<file path="config.mk">
export PLATFORM = sky130hd
export DESIGN_NAME = axil_wr_arbiter
export DESIGN_NICKNAME = d
export VERILOG_FILES = /design/src/rtl/axil_wr_arbiter.sv
export SDC_FILE = /design/constraint.sdc
export NUM_CORES = 1
export LEC_CHECK = 0
export BUFFER_PORTS_ARGS = -buffer_cell sky130_fd_sc_hd__buf_2
export CAP_MARGIN = 20
export CORE_AREA = 2 2 93 95
export CTS_BUF_LIST = sky130_fd_sc_hd__clkbuf_16
export DETAILED_ROUTE_END_ITERATION = 7
export DIE_AREA = 0 0 95 97
export PLACE_DENSITY_LB_ADDON = 0.05
export SLEW_MARGIN = 0
export SYNTH_ARGS = -nofsm -noshare
export SYNTH_HDL_FRONTEND = slang
export SYNTH_SLANG_ARGS = --single-unit
</file>
<file path="constraint.sdc">
create_clock -name clk -period 2.3 [get_ports clk]
set_input_delay 0.46 -clock clk [delete_from_list [all_inputs] [get_ports clk]]
set_output_delay 0.46 -clock clk [all_outputs]
set_load 0.01 [all_outputs]
</file>
<file path="src/rtl/axil_wr_arbiter.sv">
// Round-robin arbiter sharing one AXI-lite write master among S_COUNT requesters.
// One AW+W+B transaction in flight; one idle cycle separates consecutive grants.
module axil_wr_arbiter #(
   parameter int ADDR_WIDTH = 32,
   parameter int DATA_WIDTH = 32,
   parameter int STRB_WIDTH = DATA_WIDTH/8,
   parameter int S_COUNT    = 2
) (
   input  logic                            clk,
   input  logic                            rst,
   input  logic [S_COUNT*ADDR_WIDTH-1:0]   s_axil_awaddr,
   input  logic [S_COUNT*3-1:0]            s_axil_awprot,
   input  logic [S_COUNT-1:0]              s_axil_awvalid,
   output logic [S_COUNT-1:0]              s_axil_awready,
   input  logic [S_COUNT*DATA_WIDTH-1:0]   s_axil_wdata,
   input  logic [S_COUNT*STRB_WIDTH-1:0]   s_axil_wstrb,
   input  logic [S_COUNT-1:0]              s_axil_wvalid,
   output logic [S_COUNT-1:0]              s_axil_wready,
   output logic [S_COUNT*2-1:0]            s_axil_bresp,
   output logic [S_COUNT-1:0]              s_axil_bvalid,
   input  logic [S_COUNT-1:0]              s_axil_bready,
   output logic [ADDR_WIDTH-1:0]           m_axil_awaddr,
   output logic [2:0]                      m_axil_awprot,
   output logic                            m_axil_awvalid,
   input  logic                            m_axil_awready,
   output logic [DATA_WIDTH-1:0]           m_axil_wdata,
   output logic [STRB_WIDTH-1:0]           m_axil_wstrb,
   output logic                            m_axil_wvalid,
   input  logic                            m_axil_wready,
   input  logic [1:0]                      m_axil_bresp,
   input  logic                            m_axil_bvalid,
   output logic                            m_axil_bready,
   output logic [S_COUNT-1:0]              grant
);
   localparam int IW = $clog2(S_COUNT);

   typedef enum logic [1:0] {ST_IDLE, ST_DATA, ST_RESP} state_t;

   state_t             r_state;
   logic [S_COUNT-1:0] r_grant;
   logic [IW-1:0]      r_gidx;
   logic [IW-1:0]      r_rr_ptr;
   logic               r_aw_done;
   logic               r_w_done;

   logic               w_pick_vld;
   logic [IW-1:0]      w_pick_idx;
   logic               w_sel_awvalid;
   logic               w_sel_wvalid;
   logic               w_sel_bready;
   logic               w_aw_hs;
   logic               w_w_hs;
   logic               w_b_hs;

   // Highest-priority requester is rr_ptr; scan downward so the lowest offset wins.
   always_comb begin
      w_pick_vld = 1'b0;
      w_pick_idx = '0;
      for (int k = S_COUNT-1; k >= 0; k--) begin
         if (s_axil_awvalid[(int'(r_rr_ptr) + k) % S_COUNT]) begin
            w_pick_vld = 1'b1;
            w_pick_idx = IW'((int'(r_rr_ptr) + k) % S_COUNT);
         end
      end
   end

   // Grant is one-hot or zero, so the mux outputs zero when nobody owns the port.
   always_comb begin
      m_axil_awaddr = '0;
      m_axil_awprot = '0;
      m_axil_wdata  = '0;
      m_axil_wstrb  = '0;
      w_sel_awvalid = 1'b0;
      w_sel_wvalid  = 1'b0;
      w_sel_bready  = 1'b0;
      for (int i = 0; i < S_COUNT; i++) begin
         if (r_grant[i]) begin
            m_axil_awaddr = s_axil_awaddr[i*ADDR_WIDTH +: ADDR_WIDTH];
            m_axil_awprot = s_axil_awprot[i*3 +: 3];
            m_axil_wdata  = s_axil_wdata[i*DATA_WIDTH +: DATA_WIDTH];
            m_axil_wstrb  = s_axil_wstrb[i*STRB_WIDTH +: STRB_WIDTH];
            w_sel_awvalid = s_axil_awvalid[i];
            w_sel_wvalid  = s_axil_wvalid[i];
            w_sel_bready  = s_axil_bready[i];
         end
      end
   end

   assign m_axil_awvalid = (r_state == ST_DATA) && w_sel_awvalid && !r_aw_done;
   assign m_axil_wvalid  = (r_state == ST_DATA) && w_sel_wvalid && !r_w_done;
   assign m_axil_bready  = (r_state == ST_RESP) && w_sel_bready;
   assign grant          = r_grant;

   assign w_aw_hs = m_axil_awvalid && m_axil_awready;
   assign w_w_hs  = m_axil_wvalid && m_axil_wready;
   assign w_b_hs  = m_axil_bvalid && m_axil_bready;

   always_comb begin
      s_axil_awready = '0;
      s_axil_wready  = '0;
      s_axil_bvalid  = '0;
      s_axil_bresp   = '0;
      for (int i = 0; i < S_COUNT; i++) begin
         if (r_grant[i] && r_state == ST_DATA) begin
            s_axil_awready[i] = m_axil_awready && !r_aw_done;
            s_axil_wready[i]  = m_axil_wready && !r_w_done;
         end
         if (r_grant[i] && r_state == ST_RESP) begin
            s_axil_bvalid[i]      = m_axil_bvalid;
            s_axil_bresp[i*2 +: 2] = m_axil_bresp;
         end
      end
   end

   always_ff @(posedge clk) begin
      if (rst) begin
         r_state   <= ST_IDLE;
         r_grant   <= '0;
         r_gidx    <= '0;
         r_rr_ptr  <= '0;
         r_aw_done <= 1'b0;
         r_w_done  <= 1'b0;
      end else begin
         case (r_state)
            ST_IDLE: begin
               if (w_pick_vld) begin
                  r_grant <= S_COUNT'(1) << w_pick_idx;
                  r_gidx  <= w_pick_idx;
                  r_state <= ST_DATA;
               end
            end
            ST_DATA: begin
               if ((r_aw_done || w_aw_hs) && (r_w_done || w_w_hs)) begin
                  r_aw_done <= 1'b0;
                  r_w_done  <= 1'b0;
                  r_state   <= ST_RESP;
               end else begin
                  r_aw_done <= r_aw_done || w_aw_hs;
                  r_w_done  <= r_w_done || w_w_hs;
               end
            end
            ST_RESP: begin
               if (w_b_hs) begin
                  r_rr_ptr <= (r_gidx == IW'(S_COUNT-1)) ? '0 : r_gidx + IW'(1);
                  r_grant  <= '0;
                  r_state  <= ST_IDLE;
               end
            end
            default: r_state <= ST_IDLE;
         endcase
      end
   end
endmodule

</file>
==> After elaboration in Yosys (flattened, before gate mapping) <==
Index checks and enable logic that the tools add are counted.
{ "op_classes": {"add_sub_neg": 2, "order_cmp": 2, "n_eq_ne": 5, "shift": 1, "n_mux": 40, "n_bitwise": 1, "n_reduce_logical": 25} }
{ "op_table": {"columns": ["cell", "count"], "rows": [
  ["two-way mux 32 bit", 4],
  ["two-way mux 1 bit", 24],
  ["logical AND 1 bit", 15],
  ["two-way mux 2 bit", 6],
  ["two-way mux 4 bit", 2],
  ["two-way mux 3 bit", 2],
  ["case mux 2 bit (3 select lines)", 1],
  ["AND reduction 3 bit", 2],
  ["inequality test 2 bit (second input constant)", 2],
  ["case mux 2 bit (2 select lines)", 1],
  ["AND reduction 2 bit", 2],
  ["less-than comparator 2 x 3 -> 1 bit (second input constant)", 1],
  ["adder 1 bit (second input constant)", 2],
  ["equality test 2 x 1 -> 1 bit (second input constant)", 1],
  ["equality test 2 bit (second input constant)", 1],
  ["zero test 1 bit", 2],
  ["zero test 2 bit", 1],
  ["logical OR 1 bit", 2],
  ["less-than comparator 1 x 2 -> 1 bit (second input constant)", 1],
  ["inequality test 2 x 1 -> 1 bit (second input constant)", 1],
  ["nonzero test 2 bit", 1],
  ["<< shifter 1 x 1 -> 2 bit (first input constant)", 1],
  ["AND 1 bit (first input constant)", 1]
]} }
{ "word_totals": {"ff_bits": 8, "input_bits": 155, "output_inout_bits": 86, "word_cells": 82} }

==> Depth between registers and ports, before layout <==
Gate-level depths: netlist (run 1).
{ "logic_depth": {"depth_word": 10, "mapped_depth": 6, "depth_no_buf": 4} }

==> Least setup slack after synthesis (run 1) <==
OpenSTA, ideal clock, no wires.
{ "synth_path": {"path_type": "register -> output", "start": "register r_grant[0], in the netlist grant[0]", "end": "output port m_axil_awaddr[0]", "arrival_ns": 1.229, "required_time_ns": 1.840, "path_slack_ns": 0.611, "stages_incl_launch_ff": 5, "n_path_buf": 2, "path_cell_list": "dfxtp_1 -> nor2b_1 -> buf_6 -> clkbuf_1 -> a22o_1"} }
{ "synth_between": {"elab_chain_len": 2} }
{ "synth_lines": {"columns": ["item", "line", "source"], "rows": [
  ["from (decl)", "40", "logic [S_COUNT-1:0] r_grant;"],
  ["from (signal assigned)", "127", "r_grant <= S_COUNT'(1) << w_pick_idx;"],
  ["two-way mux 32 bit (2 in a row)", "77", "if (r_grant[i]) begin"],
  ["to (decl)", "22", "output logic [ADDR_WIDTH-1:0] m_axil_awaddr,"]
]} }
No other way between the ends.

==> Worst setup path in the final report (run 1) <==
{ "layout_path": {"start": "register r_grant[0], in the netlist grant[0]", "end": "output port m_axil_awaddr[26]"} }
Same word-level chain as after synthesis.

==> metrics.md, run 1 <==
| Metric | Value |
|---|---|
| Initial Util | 0.149 |
| Root buf cell | clkbuf_16 |
| Final Max Tran Viols | 0 |
| Mean Syn Cell Area | 8.01 um2 |
| Fin util | 0.318 |
| Setup_tns | 0 ps |
| Initial antenna violation count | 0 |
| Post-DP HPWL | 6470 um |
| Post-synthesis sequential area ratio | 0.132 |
| VDD IR-drop max | 0.282 mV |
| Final-report hold violation count | 0 |
| Pwr dens | 360 mW/mm2 |
| DRC viols | 0 |
| H-tree levels | 1 |
| Outcome | complete, no violations |
| Post-layout min period | 2130 ps |
| Wire per inst | 15.9 um |
| Layout cells sized above 1 | 0.664 |
| Syn Inst Count | 151 |
| Final nets | 538 |
| CTS resizes | 0 |
| First-pass GRT wire length | 10,900 um |
| Final WL | 7710 um |
| Reg clk slew, reported paths | 40 ps |
| Worst hold-check path type | register to register |
| Total power | 0.931 mW |
| Max Clock Skew | 0.865 ps |
| Die ar. | 0.00922 mm2 |
| Final period util | 0.928 |
| Slew Limit Headroom | 0.730 |
| Via Count | 2,204 |
| Largest net degree at the start of global routing | 45 |
| Area growth syn-to-layout | 114% |
| Iter 0 DRT Violations | 66 |
| Number of port buffers | 240 |
| 1st-pass router iterations | 4 |
| Routability Congestion | 0.853 |
| Placed cell count | 483 |
| Chip width | 95 um |
| Mapped cell area | 0.00121 mm2 |
| Cell Area, Placed | 0.00251 mm2 |
| Die Span Y | 97 um |
| I/O pins | 241 |
| Synthesis warning total | 0 |
| Clock Tree Buf Depth | 2 |
| CTS tree | yes |
| Unique masters post-synth | 26 |
| Core box area | 0.00813 mm2 |
| Vias in the first global route | 2,032 |
| RSZ-0062 raised after global routing | false |
| Leak | 1.61 nW |
| Vias/cell | 4.53 |
| Fin area | 0.00259 mm2 |
| Fmax achieved | 0.468 GHz |
| Worst skew pair latency | 230 ps |
| Gr usage total | 0.151 |
| Clk sink count | 8 |
| Post-route ant nets | 0 |
| Post-synthesis register bit count | 8 |
| Max-capacitance violation count | 0 |
| Crit-path max FO | 27 |
| Syn Nets | 306 |
| Setup violators final | 0 |
| Slew @ Worst Pin | 405 ps |
| Cell Rows | 33 |
| Hold-fix buffers, CTS | 0 |
| CP Data Required Time | 1840 ps |
| Grt total ovfl | 0 |
| N_diodes | 0 |
| Worst Path Arrival | 1670 ps |
| Startpoint Class | register |
| Critical path class | register to output pin |
| Critical Path End Type | output pin |
| Post-CTS setup buffers | 0 |
| CTS Buf Count | 3 |
| Fin cells | 486 |
## synth_stat cells (all sizes together)
cell type	count	area share
mux2i	1	0.0083
nor2b	3	0.016
a21oi	5	0.021
nor4	1	0.0052
a32oi	1	0.0072
a21o	3	0.019
or3	1	0.0052
clkbuf	7	0.022
a22o	73	0.53
nand2b	3	0.016
and2	2	0.010
nor2	6	0.019
and3	10	0.052
dfxtp	8	0.13
a31o	1	0.0072
a211oi	3	0.031
nand2	2	0.0062
o21ai	1	0.0041
inv	2	0.0062
a31oi	3	0.016
buf	11	0.050
nand3b	2	0.012
nor3	2	0.0083
## through the flow
step	worst slack (ps)	hold slack, ps
final	166	486
after detailed placement	382	485
after floorplan	611	454
after global routing	38.8	532
after global placement	436	482
after CTS	138	494
## worst paths after layout
kind | start | end | slack [ps] | depth (start not counted)
min | r_gidx | r_gidx | 490 | 2
min reg2reg | r_gidx | r_gidx | 490 | 2
max | grant[0] | m_axil_awaddr[26] | 170 | 4
max reg2reg | grant[1] | r_rr_ptr | 790 | 5
## kinds of logic (layout without fill, tap and decap cells)
kind of cell,count (synthesis),in the layout,share of synthesized area
buffers and inverters,20,250,0.0776
flip-flops,8,8,0.132
AND/OR/NAND/NOR,32,32,0.149
AO/OA/AOI/OAI,90,90,0.633
multiplexers,1,1,0.00827
## sequential cells by signal (all words and copies together), names as in the netlist
name	flops
r_w_done	1
r_state	2
r_rr_ptr	1
r_aw_done	1
r_gidx	1
grant	2
## per-layer routing
metal / share of wire / GRT usage
met5: 0 / 0
met4: 0.0056 / 0.0234
met3: 0.086 / 0.0265
met2: 0.55 / 0.300
met1: 0.35 / 0.164
## cell usage in the layout (no fill, tap or decap)
cell type | netlist | final
nor2_1 | 6 | 6
nor4_1 | 1 | 1
buf_2 | 6 | 240
buf_4 | 1 | 4
and2_1 | 2 | 2
nand2b_1 | 3 | 3
nor2b_1 | 3 | 2
or3_1 | 1 | 1
a22o_1 | 73 | 73
a32oi_1 | 1 | 1
nand2_1 | 2 | 2
a21o_1 | 3 | 3
a31oi_1 | 3 | 3
nand3b_1 | 2 | 2
nor2b_4 | 0 | 1
o21ai_0 | 1 | 1
clkbuf_16 | 0 | 3
dfxtp_1 | 8 | 7
and3_1 | 10 | 10
a211oi_2 | 3 | 3
a21oi_1 | 5 | 5
a31o_1 | 1 | 1
inv_1 | 2 | 2
buf_12 | 0 | 1
nor3_1 | 2 | 2
mux2i_1 | 1 | 1
dfxtp_2 | 0 | 1
## area by class of cell
| class | count | area, um2 |
|---|---|---|
| clock buffer | 3 | 75.1 |
| fill | 910 | 5540 |
| inverter | 2 | 7.51 |
| multi-input combinational | 123 | 963 |
| sequential | 8 | 161 |
| tap | 105 | 131 |
| timing repair buffer | 245 | 1250 |
## critical path: stages, from the launching register on
cell	delay [ps]
dfxtp_1	480
nor2b_4	290
buf_4	320
a22o_1	190
buf_2	140
## report_power, final
group          internal, mW  switching [mW]  total [mW]  leakage (nW)
Combinational         0.252           0.235       0.487          1.50
Sequential            0.146         0.00789       0.154        0.0658
Clock                 0.224          0.0666       0.291        0.0370
Power figures use the tool's default switching activity.
==> inputs of run 2 (changes only) <==
CTS_BUF_LIST = sky130_fd_sc_hd__clkbuf_4   (was sky130_fd_sc_hd__clkbuf_16)
clock period = 1.81 ns   (was 2.3 ns; I/O delays follow)
==> run 2 against run 1 <==
Effect of this change:
- via count increased by 1.4%
- hold slack got worse by 82 ps
- die area unchanged
- clock skew decreased by 0.57 ps
- total power increased by 14%
- first-iteration DRC count decreased by 35%
- count of clock-buffer cells in the layout unchanged
- clock power decreased by 54%
- global-route usage increased by 0.15 points
- cell area increased by 10%
- highest routed layer unchanged
==> metrics.md, run 2 (synthesized netlist as in run 1, its figures left out) <==
| Metric | Value |
|---|---|
| Critical path class | register to output pin (unchanged) |
| Vias/cell | 4.45 (was 4.53) |
| Worst Setup EP | m_axil_wdata[3] (was m_axil_awaddr[26]) |
| Commonest non-fill, non-tap cell in the layout | buf_2 (unchanged) |
| Fmax achieved | 0.565 GHz |
| CTS tree | yes (unchanged) |
| Chip width | 95 um (unchanged) |
| Total power | 1.06 mW (was 0.931 mW) |
| Reg2reg path depth | 7 (was 5) |
| Crit-path max FO | 6 (was 27) |
| Grt total ovfl | 0 (unchanged) |
| Gr usage total | 0.153 (was 0.151) |
| Post-route ant nets | 0 (unchanged) |
| Outcome | complete, no violations (unchanged) |
| Worst path slowest cell | dfxtp_4 (was dfxtp_1) |
| Flop2flop setup slack | 330 ps (was 790 ps) |
| Setup violators final | 0 (unchanged) |
| H-tree levels | 1 (unchanged) |
| First-pass GRT wire length | 11,000 um (was 10,900 um) |
| Slew @ Worst Pin | 387 ps (was 405 ps) |
| Delay-heaviest family, CP | buffers and inverters (was flip-flops) |
| WP buf/inv | 3 (was 2) |
| Critical Path End Type | output pin (unchanged) |
| Layout cells sized above 1 | 0.690 (was 0.664) |
| Cell Rows | 33 (unchanged) |
| Pwr dens | 371 mW/mm2 (was 360 mW/mm2) |
| Fin area | 0.00286 mm2 (was 0.00259 mm2) |
| Final-report hold violation count | 0 (unchanged) |
| Post-layout min period | 1770 ps |
| Final Max Tran Viols | 0 (unchanged) |
| CP Cell Sequence | nor2b_4 -> buf_6 -> clkbuf_16 -> a22o_1 -> buf_2 (was nor2b_4 -> buf_4 -> a22o_1 -> buf_2) |
| Fin util | 0.351 (was 0.318) |
| Max Clock Skew | 0.299 ps (was 0.865 ps) |
| Via Count | 2,235 (was 2,204) |
| I/O pins | 241 (unchanged) |
| Final period util | 0.978 |
| Iter 0 DRT Violations | 43 (was 66) |
| Die ar. | 0.00922 mm2 (unchanged) |
| DRC viols | 0 (unchanged) |
| Initial antenna violation count | 0 (unchanged) |
| Reg clk slew, reported paths | 50 ps (was 40 ps) |
| Cell Area, Placed | 0.00252 mm2 (was 0.00251 mm2) |
| Core box area | 0.00813 mm2 (unchanged) |
| RSZ-0062 raised after global routing | true (was false) |
| Post-DP HPWL | 6430 um (was 6470 um) |
| Routability Congestion | 0.792 (was 0.853) |
| Final nets | 554 (was 538) |
| 1st-pass router iterations | 4 (unchanged) |
| CP Launch Point | grant[1] (was grant[0]) |
| Final WL | 8140 um (was 7710 um) |
| Clk sink count | 8 (unchanged) |
| CTS Buf Count | 3 (unchanged) |
| Clock Tree Buf Depth | 2 (unchanged) |
| Worst skew pair latency | 250 ps (was 230 ps) |
| Number of port buffers | 240 (unchanged) |
| N_diodes | 0 (unchanged) |
| Vias in the first global route | 2,040 (was 2,032) |
| Leak | 1.73 nW (was 1.61 nW) |
| Root buf cell | clkbuf_4 (was clkbuf_16) |
| Area growth syn-to-layout | 136% (was 114%) |
| VDD IR-drop max | 0.337 mV (was 0.282 mV) |
| Worst Path Arrival | 1410 ps (was 1670 ps) |
| Wire per inst | 16.2 um (was 15.9 um) |
| Initial Util | 0.149 (unchanged) |
| Reg2reg start | grant[0] (was grant[1]) |
| Startpoint Class | register (unchanged) |
| Largest net degree at the start of global routing | 38 (was 45) |
| FF-to-FF End | r_w_done (was r_rr_ptr) |
| CP peak stage delay | 370 ps (was 480 ps) |
| Max-capacitance violation count | 0 (unchanged) |
| Worst hold-check path type | primary input to register (was register to register) |
| Cell count along the critical path | 5 (was 4) |
| Die Span Y | 97 um (unchanged) |
| CP Data Required Time | 1450 ps (was 1840 ps) |
| Most frequent cells in the layout | 232 x buf_2, 71 x a22o_1, 10 x and3_1, 10 x buf_6, 10 x buf_4 (was 240 x buf_2, 73 x a22o_1, 10 x and3_1) |
| Slew Limit Headroom | 0.741 (was 0.730) |
run 2: cell count changes in the layout (fill, tap and decap cells not counted), moves of 3 or more:
cell / previous run / this run
buf_6: 0 / 10
clkbuf_4: 0 / 3
buf_2: 240 / 232
buf_4: 4 / 10
run 2: worst min-delay path by stage:
stage | startpoint | to | cells after the start
floorplan | r_gidx | r_gidx | 2
global placement | r_gidx | r_gidx | 2
detailed placement | r_gidx | r_gidx | 2
CTS | rst | r_w_done | 2
global route | rst | r_aw_done | 2
finish | rst | grant[0] | 2
run 2: layout make-up:
cell class                 instances  area [um2]
timing repair buffer             261        1540
multi-input combinational        123         986
clock buffer                       3        22.5
fill                             912        5280
tap                              105         131
sequential                         8         165
inverter                           2        7.51
run 2: timing repair:
item,in CTS,in global routing
endpoints found under the setup margin,4,59
pin swaps,0,5
hold buffers,0,0
buffers inserted,3,7
gates resized for setup,3,21
cloned,2,3
run 2: metrics by stage:
stage | setup TNS [ps] | hold WS [ps] | setup slack, ps | std cells
floorplan | 0 | 454 | 219 | 151
global placement | 0 | 477 | 243 | 484
detailed placement | 0 | 483 | 215 | 484
CTS | -463 | 400 | -25.8 | 492
global route | -1710 | 408 | -57.4 | 502
finish | 0 | 405 | 40.5 | 502
run 2: per-layer routing:
metal  up-vias  routed length, um  track usage  part of all wire
li1       1122                  -            -                 -
met1       979               2910        0.165              0.36
met2       118               4430        0.294              0.54
met3        16                601       0.0273             0.074
met4         0                189       0.0446             0.023
met5         -                  0            0                 0
run 2: power by group:
group	total [mW]	internal, mW	switching, mW
clock	0.134	0.0757	0.0586
combinational	0.734	0.406	0.327
sequential	0.192	0.184	0.00815
total	1.06	0.666	0.394
run 2: worst register-to-register path, delay by kind of cell (launching register included):
kind                   cells  cell delay [ps]
AOI/OAI and AO/OA          3              500
buffers and inverters      3              390
DFF                        1              320
and+or+nand+nor            1              150
